**config.mk**
```make
export PLATFORM = sky130hd
export DESIGN_NAME = core_hcu_sb_flat
export DESIGN_NICKNAME = d
export VERILOG_FILES = /design/src/rtl/core_hcu_sb_if.sv /design/src/rtl/core_hcu_sb.sv /design/src/flat_wrapper.sv
export SDC_FILE = /design/constraint.sdc
export NUM_CORES = 1
export LEC_CHECK = 0
export CORE_ASPECT_RATIO = 0.7
export CORE_MARGIN = 4
export CORE_UTILIZATION = 45
export DETAILED_ROUTE_END_ITERATION = 8
export GPL_ROUTABILITY_DRIVEN = 0
export PLACE_DENSITY = 0.72
export REMOVE_ABC_BUFFERS = 1
export SYNTH_ARGS = -nofsm -noshare
export SYNTH_HDL_FRONTEND = slang
export SYNTH_SLANG_ARGS = --single-unit
```
**constraint.sdc**
```tcl
create_clock -name i_clk -period 6.73 [get_ports i_clk]
set_input_delay 0.673 -clock i_clk [delete_from_list [all_inputs] [get_ports i_clk]]
set_output_delay 0.673 -clock i_clk [all_outputs]
set_load 0.01 [all_outputs]
```
**src/rtl/core_hcu_sb_if.sv**
```systemverilog
// Hazard-control bundle between pipeline datapath (master) and hazard unit (slave).
interface core_hcu_sb_if #(
    parameter int NSTAGES = 5
);
    localparam int P  = NSTAGES - 1;
    localparam int FW = $clog2(NSTAGES);

    logic          id_valid;
    logic [4:0]    id_rs1;
    logic [4:0]    id_rs2;
    logic          id_rs1_use;
    logic          id_rs2_use;
    logic [4:0]    id_rd;
    logic          id_rd_valid;
    logic          id_isload;
    logic          redirect;
    logic          imem_busy;
    logic          dmem_req;
    logic          dmem_done;
    logic          hcu_pc_write;
    logic [P-1:0]  hcu_stage_write;
    logic [P-1:0]  hcu_stage_flush;
    logic [FW-1:0] hcu_fwd_rs1;
    logic [FW-1:0] hcu_fwd_rs2;
    logic          hcu_timeout;
    logic [15:0]   hcu_stall_cnt;

    modport master (
        output id_valid, id_rs1, id_rs2, id_rs1_use, id_rs2_use, id_rd, id_rd_valid,
               id_isload, redirect, imem_busy, dmem_req, dmem_done,
        input  hcu_pc_write, hcu_stage_write, hcu_stage_flush, hcu_fwd_rs1, hcu_fwd_rs2,
               hcu_timeout, hcu_stall_cnt
    );

    modport slave (
        input  id_valid, id_rs1, id_rs2, id_rs1_use, id_rs2_use, id_rd, id_rd_valid,
               id_isload, redirect, imem_busy, dmem_req, dmem_done,
        output hcu_pc_write, hcu_stage_write, hcu_stage_flush, hcu_fwd_rs1, hcu_fwd_rs2,
               hcu_timeout, hcu_stall_cnt
    );
endinterface

```
**src/rtl/core_hcu_sb.sv**
```systemverilog
// Hazard control unit with private destination scoreboard for an N-stage RV32I pipeline.
// state  | meaning
// S_IDLE | no data-memory access outstanding
// S_WAIT | access issued, waiting for DMEM_DONE (timeout counter running)
module core_hcu_sb #(
    parameter int NSTAGES  = 5,
    parameter int BR_STAGE = 2,
    parameter int FWD_EN   = 1,
    parameter int TIMEOUT  = 1023
) (
    input  logic          i_clk,
    input  logic          i_rst,
    core_hcu_sb_if.slave  if_hcu
);
    localparam int P  = NSTAGES - 1;
    localparam int FW = $clog2(NSTAGES);
    localparam int TW = $clog2(TIMEOUT + 1);

    typedef enum logic {S_IDLE, S_WAIT} dmem_state_t;

    typedef struct packed {
        logic       valid;
        logic [4:0] rd;
        logic       isload;
    } sb_t;

    dmem_state_t   r_state;
    logic [TW-1:0] r_to_cnt;
    logic          r_timeout;
    logic [15:0]   r_stall_cnt;
    sb_t           r_sb    [1:P-1];
    sb_t           w_sb_in [1:P-1];

    logic          w_dmem_stall;
    logic          w_hazard;
    logic          w_pc_write;
    logic [P-1:0]  w_write;
    logic [P-1:0]  w_flush;
    logic [FW-1:0] w_fwd1;
    logic [FW-1:0] w_fwd2;

    function automatic logic f_match(input logic [4:0] rs, input logic use_b, input sb_t e);
        return (rs != 5'd0) && use_b && e.valid && (e.rd == rs);
    endfunction

    assign w_dmem_stall = !if_hcu.dmem_done &&
                          ((r_state == S_IDLE && if_hcu.dmem_req) || r_state == S_WAIT);

    always_comb begin
        w_hazard = 1'b0;
        if (FWD_EN != 0) begin
            w_hazard = (f_match(if_hcu.id_rs1, if_hcu.id_rs1_use, r_sb[1]) ||
                        f_match(if_hcu.id_rs2, if_hcu.id_rs2_use, r_sb[1])) && r_sb[1].isload;
        end else begin
            // last pipeline register is covered by regfile write-through
            for (int k = 1; k <= P-2; k++) begin
                if (f_match(if_hcu.id_rs1, if_hcu.id_rs1_use, r_sb[k]) ||
                    f_match(if_hcu.id_rs2, if_hcu.id_rs2_use, r_sb[k]))
                    w_hazard = 1'b1;
            end
        end
    end

    // descending scan so the youngest (smallest k) match wins
    always_comb begin
        w_fwd1 = '0;
        w_fwd2 = '0;
        if (FWD_EN != 0 && !i_rst) begin
            for (int k = P-1; k >= 1; k--) begin
                if (!(k == 1 && r_sb[1].isload)) begin
                    if (f_match(if_hcu.id_rs1, if_hcu.id_rs1_use, r_sb[k])) w_fwd1 = FW'(k);
                    if (f_match(if_hcu.id_rs2, if_hcu.id_rs2_use, r_sb[k])) w_fwd2 = FW'(k);
                end
            end
        end
    end

    always_comb begin
        w_pc_write = 1'b1;
        w_write    = '1;
        w_flush    = '0;
        if (i_rst) begin
            w_pc_write = 1'b0;
            w_write    = '0;
            w_flush    = '1;
        end else if (w_dmem_stall) begin
            w_pc_write = 1'b0;
            w_write    = '0;
        end else if (if_hcu.redirect) begin
            for (int k = 0; k < P; k++) begin
                if (k < BR_STAGE) w_flush[k] = 1'b1;
            end
        end else if (w_hazard) begin
            w_pc_write = 1'b0;
            w_write[0] = 1'b0;
            w_flush[1] = 1'b1;
        end else if (if_hcu.imem_busy) begin
            w_pc_write = 1'b0;
            w_flush[0] = 1'b1;
        end
    end

    always_comb begin
        w_sb_in[1] = {if_hcu.id_valid & if_hcu.id_rd_valid & (if_hcu.id_rd != 5'd0),
                      if_hcu.id_rd, if_hcu.id_isload};
        for (int k = 2; k <= P-1; k++) w_sb_in[k] = r_sb[k-1];
    end

    always_ff @(posedge i_clk or posedge i_rst) begin
        if (i_rst) begin
            for (int k = 1; k <= P-1; k++) r_sb[k] <= '0;
        end else begin
            for (int k = 1; k <= P-1; k++) begin
                if (w_flush[k])      r_sb[k] <= '0;
                else if (w_write[k]) r_sb[k] <= w_sb_in[k];
            end
        end
    end

    always_ff @(posedge i_clk or posedge i_rst) begin
        if (i_rst) begin
            r_state     <= S_IDLE;
            r_to_cnt    <= '0;
            r_timeout   <= 1'b0;
            r_stall_cnt <= '0;
        end else begin
            if (!w_pc_write && r_stall_cnt != 16'hFFFF) r_stall_cnt <= r_stall_cnt + 16'd1;
            case (r_state)
                S_IDLE: begin
                    r_to_cnt <= '0;
                    if (if_hcu.dmem_req && !if_hcu.dmem_done) r_state <= S_WAIT;
                end
                S_WAIT: begin
                    if (if_hcu.dmem_done) begin
                        r_state  <= S_IDLE;
                        r_to_cnt <= '0;
                    end else if (r_to_cnt != TW'(TIMEOUT)) begin
                        r_to_cnt <= r_to_cnt + 1'b1;
                        if (r_to_cnt == TW'(TIMEOUT - 1)) r_timeout <= 1'b1;
                    end
                end
                default: r_state <= S_IDLE;
            endcase
        end
    end

    assign if_hcu.hcu_pc_write    = w_pc_write;
    assign if_hcu.hcu_stage_write = w_write;
    assign if_hcu.hcu_stage_flush = w_flush;
    assign if_hcu.hcu_fwd_rs1     = w_fwd1;
    assign if_hcu.hcu_fwd_rs2     = w_fwd2;
    assign if_hcu.hcu_timeout     = r_timeout;
    assign if_hcu.hcu_stall_cnt   = r_stall_cnt;
endmodule

```
**src/flat_wrapper.sv**
```systemverilog
// flat-port wrapper written by rule: the top's interface ports become plain ports
module core_hcu_sb_flat 
#(
    parameter int NSTAGES  = 5,
    parameter int BR_STAGE = 2,
    parameter int FWD_EN   = 1,
    parameter int TIMEOUT  = 1023
)
  (i_clk, i_rst, if_hcu_id_valid, if_hcu_id_rs1, if_hcu_id_rs2, if_hcu_id_rs1_use, if_hcu_id_rs2_use, if_hcu_id_rd, if_hcu_id_rd_valid, if_hcu_id_isload, if_hcu_redirect, if_hcu_imem_busy, if_hcu_dmem_req, if_hcu_dmem_done, if_hcu_hcu_pc_write, if_hcu_hcu_stage_write, if_hcu_hcu_stage_flush, if_hcu_hcu_fwd_rs1, if_hcu_hcu_fwd_rs2, if_hcu_hcu_timeout, if_hcu_hcu_stall_cnt);
  core_hcu_sb_if #(.NSTAGES(NSTAGES)) if_hcu_i ();
  input  logic i_clk;
  input  logic i_rst;
  input wire logic [$bits(if_hcu_i.id_valid)-1:0] if_hcu_id_valid;
  input wire logic [$bits(if_hcu_i.id_rs1)-1:0] if_hcu_id_rs1;
  input wire logic [$bits(if_hcu_i.id_rs2)-1:0] if_hcu_id_rs2;
  input wire logic [$bits(if_hcu_i.id_rs1_use)-1:0] if_hcu_id_rs1_use;
  input wire logic [$bits(if_hcu_i.id_rs2_use)-1:0] if_hcu_id_rs2_use;
  input wire logic [$bits(if_hcu_i.id_rd)-1:0] if_hcu_id_rd;
  input wire logic [$bits(if_hcu_i.id_rd_valid)-1:0] if_hcu_id_rd_valid;
  input wire logic [$bits(if_hcu_i.id_isload)-1:0] if_hcu_id_isload;
  input wire logic [$bits(if_hcu_i.redirect)-1:0] if_hcu_redirect;
  input wire logic [$bits(if_hcu_i.imem_busy)-1:0] if_hcu_imem_busy;
  input wire logic [$bits(if_hcu_i.dmem_req)-1:0] if_hcu_dmem_req;
  input wire logic [$bits(if_hcu_i.dmem_done)-1:0] if_hcu_dmem_done;
  output wire logic [$bits(if_hcu_i.hcu_pc_write)-1:0] if_hcu_hcu_pc_write;
  output wire logic [$bits(if_hcu_i.hcu_stage_write)-1:0] if_hcu_hcu_stage_write;
  output wire logic [$bits(if_hcu_i.hcu_stage_flush)-1:0] if_hcu_hcu_stage_flush;
  output wire logic [$bits(if_hcu_i.hcu_fwd_rs1)-1:0] if_hcu_hcu_fwd_rs1;
  output wire logic [$bits(if_hcu_i.hcu_fwd_rs2)-1:0] if_hcu_hcu_fwd_rs2;
  output wire logic [$bits(if_hcu_i.hcu_timeout)-1:0] if_hcu_hcu_timeout;
  output wire logic [$bits(if_hcu_i.hcu_stall_cnt)-1:0] if_hcu_hcu_stall_cnt;
  assign if_hcu_i.id_valid = if_hcu_id_valid;
  assign if_hcu_i.id_rs1 = if_hcu_id_rs1;
  assign if_hcu_i.id_rs2 = if_hcu_id_rs2;
  assign if_hcu_i.id_rs1_use = if_hcu_id_rs1_use;
  assign if_hcu_i.id_rs2_use = if_hcu_id_rs2_use;
  assign if_hcu_i.id_rd = if_hcu_id_rd;
  assign if_hcu_i.id_rd_valid = if_hcu_id_rd_valid;
  assign if_hcu_i.id_isload = if_hcu_id_isload;
  assign if_hcu_i.redirect = if_hcu_redirect;
  assign if_hcu_i.imem_busy = if_hcu_imem_busy;
  assign if_hcu_i.dmem_req = if_hcu_dmem_req;
  assign if_hcu_i.dmem_done = if_hcu_dmem_done;
  assign if_hcu_hcu_pc_write = if_hcu_i.hcu_pc_write;
  assign if_hcu_hcu_stage_write = if_hcu_i.hcu_stage_write;
  assign if_hcu_hcu_stage_flush = if_hcu_i.hcu_stage_flush;
  assign if_hcu_hcu_fwd_rs1 = if_hcu_i.hcu_fwd_rs1;
  assign if_hcu_hcu_fwd_rs2 = if_hcu_i.hcu_fwd_rs2;
  assign if_hcu_hcu_timeout = if_hcu_i.hcu_timeout;
  assign if_hcu_hcu_stall_cnt = if_hcu_i.hcu_stall_cnt;
  core_hcu_sb #(.NSTAGES(NSTAGES), .BR_STAGE(BR_STAGE), .FWD_EN(FWD_EN), .TIMEOUT(TIMEOUT)) u_core (.i_clk(i_clk), .i_rst(i_rst), .if_hcu(if_hcu_i));
endmodule
```
==> impl_metrics.csv, run 1 <==
group,metric,value,unit
yosys,synthesis.area,2700,um2
cells_and_area,area_growth,24.8,%
floorplan,io-pin-count,58,
route,vias,2137,
timing,clock.fmax,0.249,GHz
power_and_ir_drop,p_int,539,uW
route,wl_per_cell,15.5,um
clocking,htree_levels,2,
yosys,yosysSeqAreaShare,0.435,
clocking,clockBufferDepth,2,
critical_path,start_kind,"primary input",
flow_run,max_cap_violations,0,
yosys,yosys.cell_types.count,41,
cells_and_area,final_common_cell,"clkdlybuf4s50_1",
cells_and_area,final-seq-area,1180,um2
clocking,clk_latency,300,ps
floorplan,die_w,101,um
floorplan,core,5780,um2
critical_path,worst_ep_required_time,6060,ps
status,status,"completed",
yosys,synthCells,277,
route,remaining_drc_errors,0,
timing,min_period,4010,ps
power_and_ir_drop,swShare,0.297,
clocking,ctsResizeCount,0,
timing,slew_headroom,0.350,
power_and_ir_drop,p_total,767,uW
placed_design,portBuffers,55,
yosys,synth_largest_area_cell,"dfrtp_1",
floorplan,dieArea,7330,um2
clocking,postCtsSetupBuffers,0,
cells_and_area,final_cell_mix,"55 x clkdlybuf4s50_1, 47 x dfrtp_1, 37 x nand2_1",
clocking,numCtsBuffers,5,
clocking,clkTransAtPathRegs,80,ps
global_routing,grt_max_degree,49,
critical_path,crit_path_end_kind,"output pin",
power_and_ir_drop,leakage,0.00141,uW
yosys,synth-seq-cells,47,
power_and_ir_drop,pwr-share-seq,0.475,
global_routing,track_usage,0.180,
timing,setup_viol,0,
floorplan,rows,23,
worst_hold_path,hold_path_class,"register to register",
cells_and_area,antennaDiodeCount,0,
critical_path,cp_num_buf_inv,3,
timing,slew_violations,0,
power_and_ir_drop,ir_worst_vdd,0.111,mV
yosys,synth.top_cell.area_share,0.435,
cells_and_area,fillCellCount,515,
timing,tightest_slew,973,ps
global_routing,overflow,0,
cells_and_area,fin_nets,356,
yosys,synth_area_leaders,"dfrtp_1 43%, xor2_1 9.1%, xnor2_1 7.1%, nand2_1 5.1%, a21oi_1 3.5%",
yosys,yosys_warnings,0,
route,antenna_left,0,
yosys,syn_area_per_cell,9.76,um2
critical_path,critical_path_class,"primary input to output pin",
clocking,cts.sink_count,47,
cells_and_area,drive_gt1_frac,0.0765,
route,via_per_inst,5.32,
clocking,cts_hold_buf,0,
route,initialDrtViolationCount,85,
critical_path,crit_fanout,48,
power_and_ir_drop,power_density,227,nW/um2
clocking,cts_tree,"yes",
route,wl,6.22,mm
critical_path,slowest_delay,970,ps
critical_path,crit_top_cell,"clkdlybuf4s50_1",
cells_and_area,multi_input_area,1430,um2
timing,skew,11.4,ps
floorplan,dieHeight,72.9,um
global_routing,grt_pass1_wl,10.6,mm
global_routing,antenna_found_initial,0,
placed_design,dp_hpwl,4.59,mm
power_and_ir_drop,power_switching,228,uW
critical_path,critical_path.slowest_cell,"inv_2",
timing,rsz0062_at_grt,"no",
critical_path,cp.arrival,3340,ps
floorplan,start_util,0.467,
timing,setup-tns-final,0,ps
timing,final_hold_viol_count,0,
route,first_pass_iters,4,
timing,period_share,0.596,
global_routing,first_global_vias,2142,
clocking,cts_root_buf,"clkbuf_8",
critical_path,cp_top_family,"buffers and inverters",
power_and_ir_drop,p_comb_frac,0.266,
power_and_ir_drop,clkPwrFrac,0.259,
critical_path,cp_cell_sequence,"clkdlybuf4s50_1, inv_2, o211a_1, clkdlybuf4s50_1",
[metal layers]
metal	GRT usage	vias to the layer above	part of all wire
li1	-	1053	-
met1	0.261	1029	0.48
met2	0.284	49	0.47
met3	0.0344	6	0.049
met4	0.0374	0	0.0063
met5	0	-	0
[through the flow]
stage / hold WS [ps] / util / setup slack (ps) / cells / instance area (um2)
2_1_floorplan: 498 / - / 3970 / 265 / 2630
3_3_place_gp: 462 / 0.566 / 2720 / 395 / 3270
3_5_place_dp: 460 / 0.566 / 2680 / 395 / 3270
4_1_cts: 487 / 0.584 / 2650 / 402 / 3380
5_1_grt: 533 / 0.584 / 2430 / 402 / 3380
6_report: 485 / 0.584 / 2720 / 402 / 3380
[final cells by class]
type | count | area share
clock buffer | 6 | 0.0215
clock inverter | 1 | 0.00890
inverter | 5 | 0.00556
multi-input combinational | 213 | 0.425
sequential | 47 | 0.348
tap | 75 | 0.0278
timing repair buffer | 55 | 0.163
[synth_stat cells, drive strengths merged]
library cell  instances
a2111oi               2
nor4b                 2
inv                   5
or2                   1
dfrtp                47
mux2                  1
and4b                 1
o21a                  1
nor3b                 3
nand2b                3
a31oi                 1
conb                  1
xnor2                22
and4                  2
clkbuf                5
nor2                 24
a22o                  6
nand2                38
nand4b                2
and3                  6
a211oi                1
nand3                12
a21oi                19
a41o                  1
ha                    3
nor4                  5
nand4                 6
o21ai                 6
buf                   8
or4                   3
o211a                 1
nor3                 10
xor2                 28
o2111ai               1
[registers in the layout (all words and copies together), names as in the netlist]
name and count:
u_core.if_hcu.hcu_stall_cnt 16, u_core.r_sb 19, u_core.r_state 1, u_core.if_hcu.hcu_timeout 1
u_core.r_to_cnt 10
[cell families (layout without fill, tap and decap cells)]
family / Yosys count / count (layout) / synth area share
flops: 47 / 47 / 0.435
simple gates: 118 / 118 / 0.240
compound gates: 39 / 39 / 0.107
other cells: 1 / 2 / 0.00139
fa+ha+maj: 3 / 3 / 0.0139
buf+inv: 18 / 67 / 0.0361
xor+xnor: 50 / 50 / 0.162
mux: 1 / 1 / 0.00416
[power groups by stage]
stage | Sequential [uW] | Combinational, uW | Clock, uW
6_report | 365 | 204 | 199
5_1_grt | 372 | 223 | 212
2_1_floorplan | 373 | 85.0 | 0
3_5_place_dp | 370 | 205 | 0
4_1_cts | 365 | 206 | 202
3_3_place_gp | 368 | 201 | 0
[path summary, 6_finish.rpt]
check                                                       to                      startpoint  depth (start not counted)  slack, ps
max in group asynchronous                      u_core.r_sb[10]                           i_rst                          2       4450
worst max-delay path                     if_hcu_hcu_fwd_rs2[1]                           i_rst                          4       2720
worst max register to register  u_core.if_hcu.hcu_stall_cnt[1]  u_core.if_hcu.hcu_stall_cnt[0]                          6       4170
worst min register to register       u_core.if_hcu.hcu_timeout       u_core.if_hcu.hcu_timeout                          1        480
worst min-delay path                 u_core.if_hcu.hcu_timeout       u_core.if_hcu.hcu_timeout                          1        480
min in group asynchronous                       u_core.r_sb[5]                           i_rst                          2       1670
No activity file was read; power rests on OpenSTA's default activity.
==> inputs of run 2 (changes only) <==
Clock period 6.73 ns to 3.7 ns, I/O delays scaled along.
==> run 2 against run 1 <==
Total power rose by 73%; cell area barely moved; via count rose by 0.37%; sequential power rose by 81%; largest cell class unchanged; first-iteration DRC count rose by 35%.
==> impl_metrics.csv, run 2 (synthesis gave the netlist of run 1 again) <==
group,metric,value,unit
global_routing,track_usage,0.178,
floorplan,rows,23,
critical_path,critical_path.slowest_cell,"or4_1",
cells_and_area,fin_nets,359,
route,vias,2145,
cells_and_area,top_register,"u_core.r_sb",
critical_path,rrSetupSlack,1190,ps
critical_path,r2r-start,"u_core.r_state",
clocking,cts_tree,"yes",
critical_path,cp_top_family,"simple AND/OR/NAND/NOR gates",
power_and_ir_drop,power_density,394,nW/um2
floorplan,dieHeight,72.9,um
clocking,numCtsBuffers,5,
clocking,cts_root_buf,"clkbuf_8",
floorplan,start_util,0.467,
cells_and_area,final-seq-area,1180,um2
floorplan,core,5780,um2
critical_path,slowest_delay,590,ps
timing,slew_violations,0,
timing,setup-tns-final,0,ps
critical_path,critical_path_class,"primary input to output pin",
timing,slew_headroom,0.588,
cells_and_area,antennaDiodeCount,0,
floorplan,io-pin-count,58,
cells_and_area,largest_register_ffs,19,
status,status,"completed",
cells_and_area,final_util,0.584,
clocking,clockBufferDepth,2,
global_routing,grt_max_degree,48,
cells_and_area,fillCellCount,503,
route,initialDrtViolationCount,115,
placed_design,post-place-cells,398,
clocking,cts.sink_count,47,
route,wl,6.16,mm
timing,period_share,0.920,
worst_hold_path,hold_path_class,"register to register",
timing,clock.fmax,0.294,GHz
flow_run,max_cap_violations,0,
global_routing,antenna_found_initial,1,
route,first_pass_iters,5,
clocking,clk_latency,300,ps
critical_path,ff2ff_path_depth,7,
cells_and_area,fin_area,3380,um2
clocking,clkTransAtPathRegs,80,ps
route,antenna_left,0,
clocking,postCtsSetupBuffers,0,
critical_path,crit_path_end_kind,"output pin",
global_routing,grt_busiest_layer,"met2",
cells_and_area,area_growth,24.9,%
worst_hold_path,worstHoldStart,"u_core.if_hcu.hcu_timeout",
critical_path,start_kind,"primary input",
route,wl_per_cell,15.2,um
cells_and_area,final_common_cell,"clkdlybuf4s50_1",
critical_path,cp.arrival,3030,ps
global_routing,met2_usage,0.266,
critical_path,crit_fanout,4,
clocking,htree_levels,2,
critical_path,worstReg2RegEnd,"u_core.if_hcu.hcu_stall_cnt[1]",
placed_design,dp_hpwl,4.68,mm
critical_path,cp_cell_sequence,"clkdlybuf4s50_1, or4_1, o21ai_2, nand4b_2, nand2_2, nand2_1, a21oi_1, nor3_1, clkdlybuf4s50_1",
critical_path,cp_num_buf_inv,2,
cells_and_area,drive_gt1_frac,0.0846,
floorplan,dieArea,7330,um2
timing,final_hold_viol_count,0,
timing,skew,5.34,ps
global_routing,grt_pass1_wl,10.2,mm
placed_design,portBuffers,55,
timing,min_period,3400,ps
critical_path,crit_top_cell,"clkdlybuf4s50_1",
worst_hold_path,hold_depth,1,
clocking,ctsResizeCount,0,
placed_design,placed_cell_area,3300,um2
power_and_ir_drop,leakage,0.00141,uW
global_routing,first_global_vias,2038,
worst_hold_path,min_to,"u_core.if_hcu.hcu_timeout",
global_routing,grt_util_met3,0.0468,
route,via_per_inst,5.28,
timing,setup_viol,0,
clocking,cts_hold_buf,0,
timing,tightest_slew,612,ps
cells_and_area,multi_input_area,1430,um2
global_routing,grtUsageMet1,0.251,
global_routing,overflow,0,
power_and_ir_drop,ir_worst_vdd,0.183,mV
floorplan,die_w,101,um
critical_path,worst_ep_required_time,3330,ps
route,remaining_drc_errors,0,
timing,rsz0062_at_grt,"no",
cells_and_area,final_cells,406,
cells_and_area,final_cell_mix,"55 x clkdlybuf4s50_1, 47 x dfrtp_1, 37 x nand2_1",
run 2: cell types whose count changed in the layout (fill, tap and decap cells not counted):
cell and delta:
bufinv_16 -1, clkinv_2 +1, clkbuf_1 +1, buf_4 +3
run 2: final cells by class:
cell class / count / area share
well taps: 75 / 0.0278
multi-input cells: 213 / 0.425
flip-flops and latches: 47 / 0.348
inverters: 5 / 0.00556
clock inverters: 1 / 0.00148
clock buffers: 7 / 0.0226
repair buffers: 58 / 0.170
run 2: power by group:
group	leakage (uW)	internal, uW	total, uW	switching (uW)
Combinational	0.000757	207	372	165
Clock	0.0000422	133	298	166
Sequential	0.000612	577	660	83.1
Total	0.00141	917	1330	413
run 2: per-stage QoR:
step	hold slack, ps	power, uW	setup slack (ps)
finish	475	1330	296
global route	497	1400	195
CTS	480	1350	325
detailed placement	463	1050	328
global placement	461	1040	377
floorplan	433	833	1300
run 2: worst max-delay path by stage:
| stage | start | endpoint | slack (ps) | cells past startpoint |
|---|---|---|---|---|
| 2_1_floorplan | if_hcu_dmem_req | u_core.if_hcu.hcu_stall_cnt[1] | 1300 | 7 |
| 3_3_place_gp | if_hcu_id_rs2[0] | if_hcu_hcu_pc_write | 380 | 9 |
| 3_5_place_dp | if_hcu_id_rs2[0] | if_hcu_hcu_pc_write | 330 | 9 |
| 4_1_cts | if_hcu_id_rs2[0] | if_hcu_hcu_pc_write | 320 | 9 |
| 5_1_grt | if_hcu_id_rs2[0] | if_hcu_hcu_pc_write | 190 | 9 |
| 6_report | if_hcu_id_rs2[0] | if_hcu_hcu_pc_write | 300 | 9 |
run 2: worst reg2reg max path, stage by stage, from the launching register on:
cell	delay (ps)
dfrtp_1	380
nor2_1	80
or2_2	300
inv_1	320
nor2_1	350
a21oi_1	180
nor2_4	410
mux2_2	390
run 2: routing by layer:
metal,vias up,part of all wire
met1,1019,0.47
met3,10,0.057
met4,2,0.015
li1,1057,-
met2,57,0.45
met5,-,0.0019
==> inputs of run 3 (changes only) <==
Settings changed: GPL_ROUTABILITY_DRIVEN 0 to unset, HOLD_SLACK_MARGIN set to 0.02.
==> results of run 3 <==
Same layout as run 2: the final DEF is identical, and so are final timing and power.
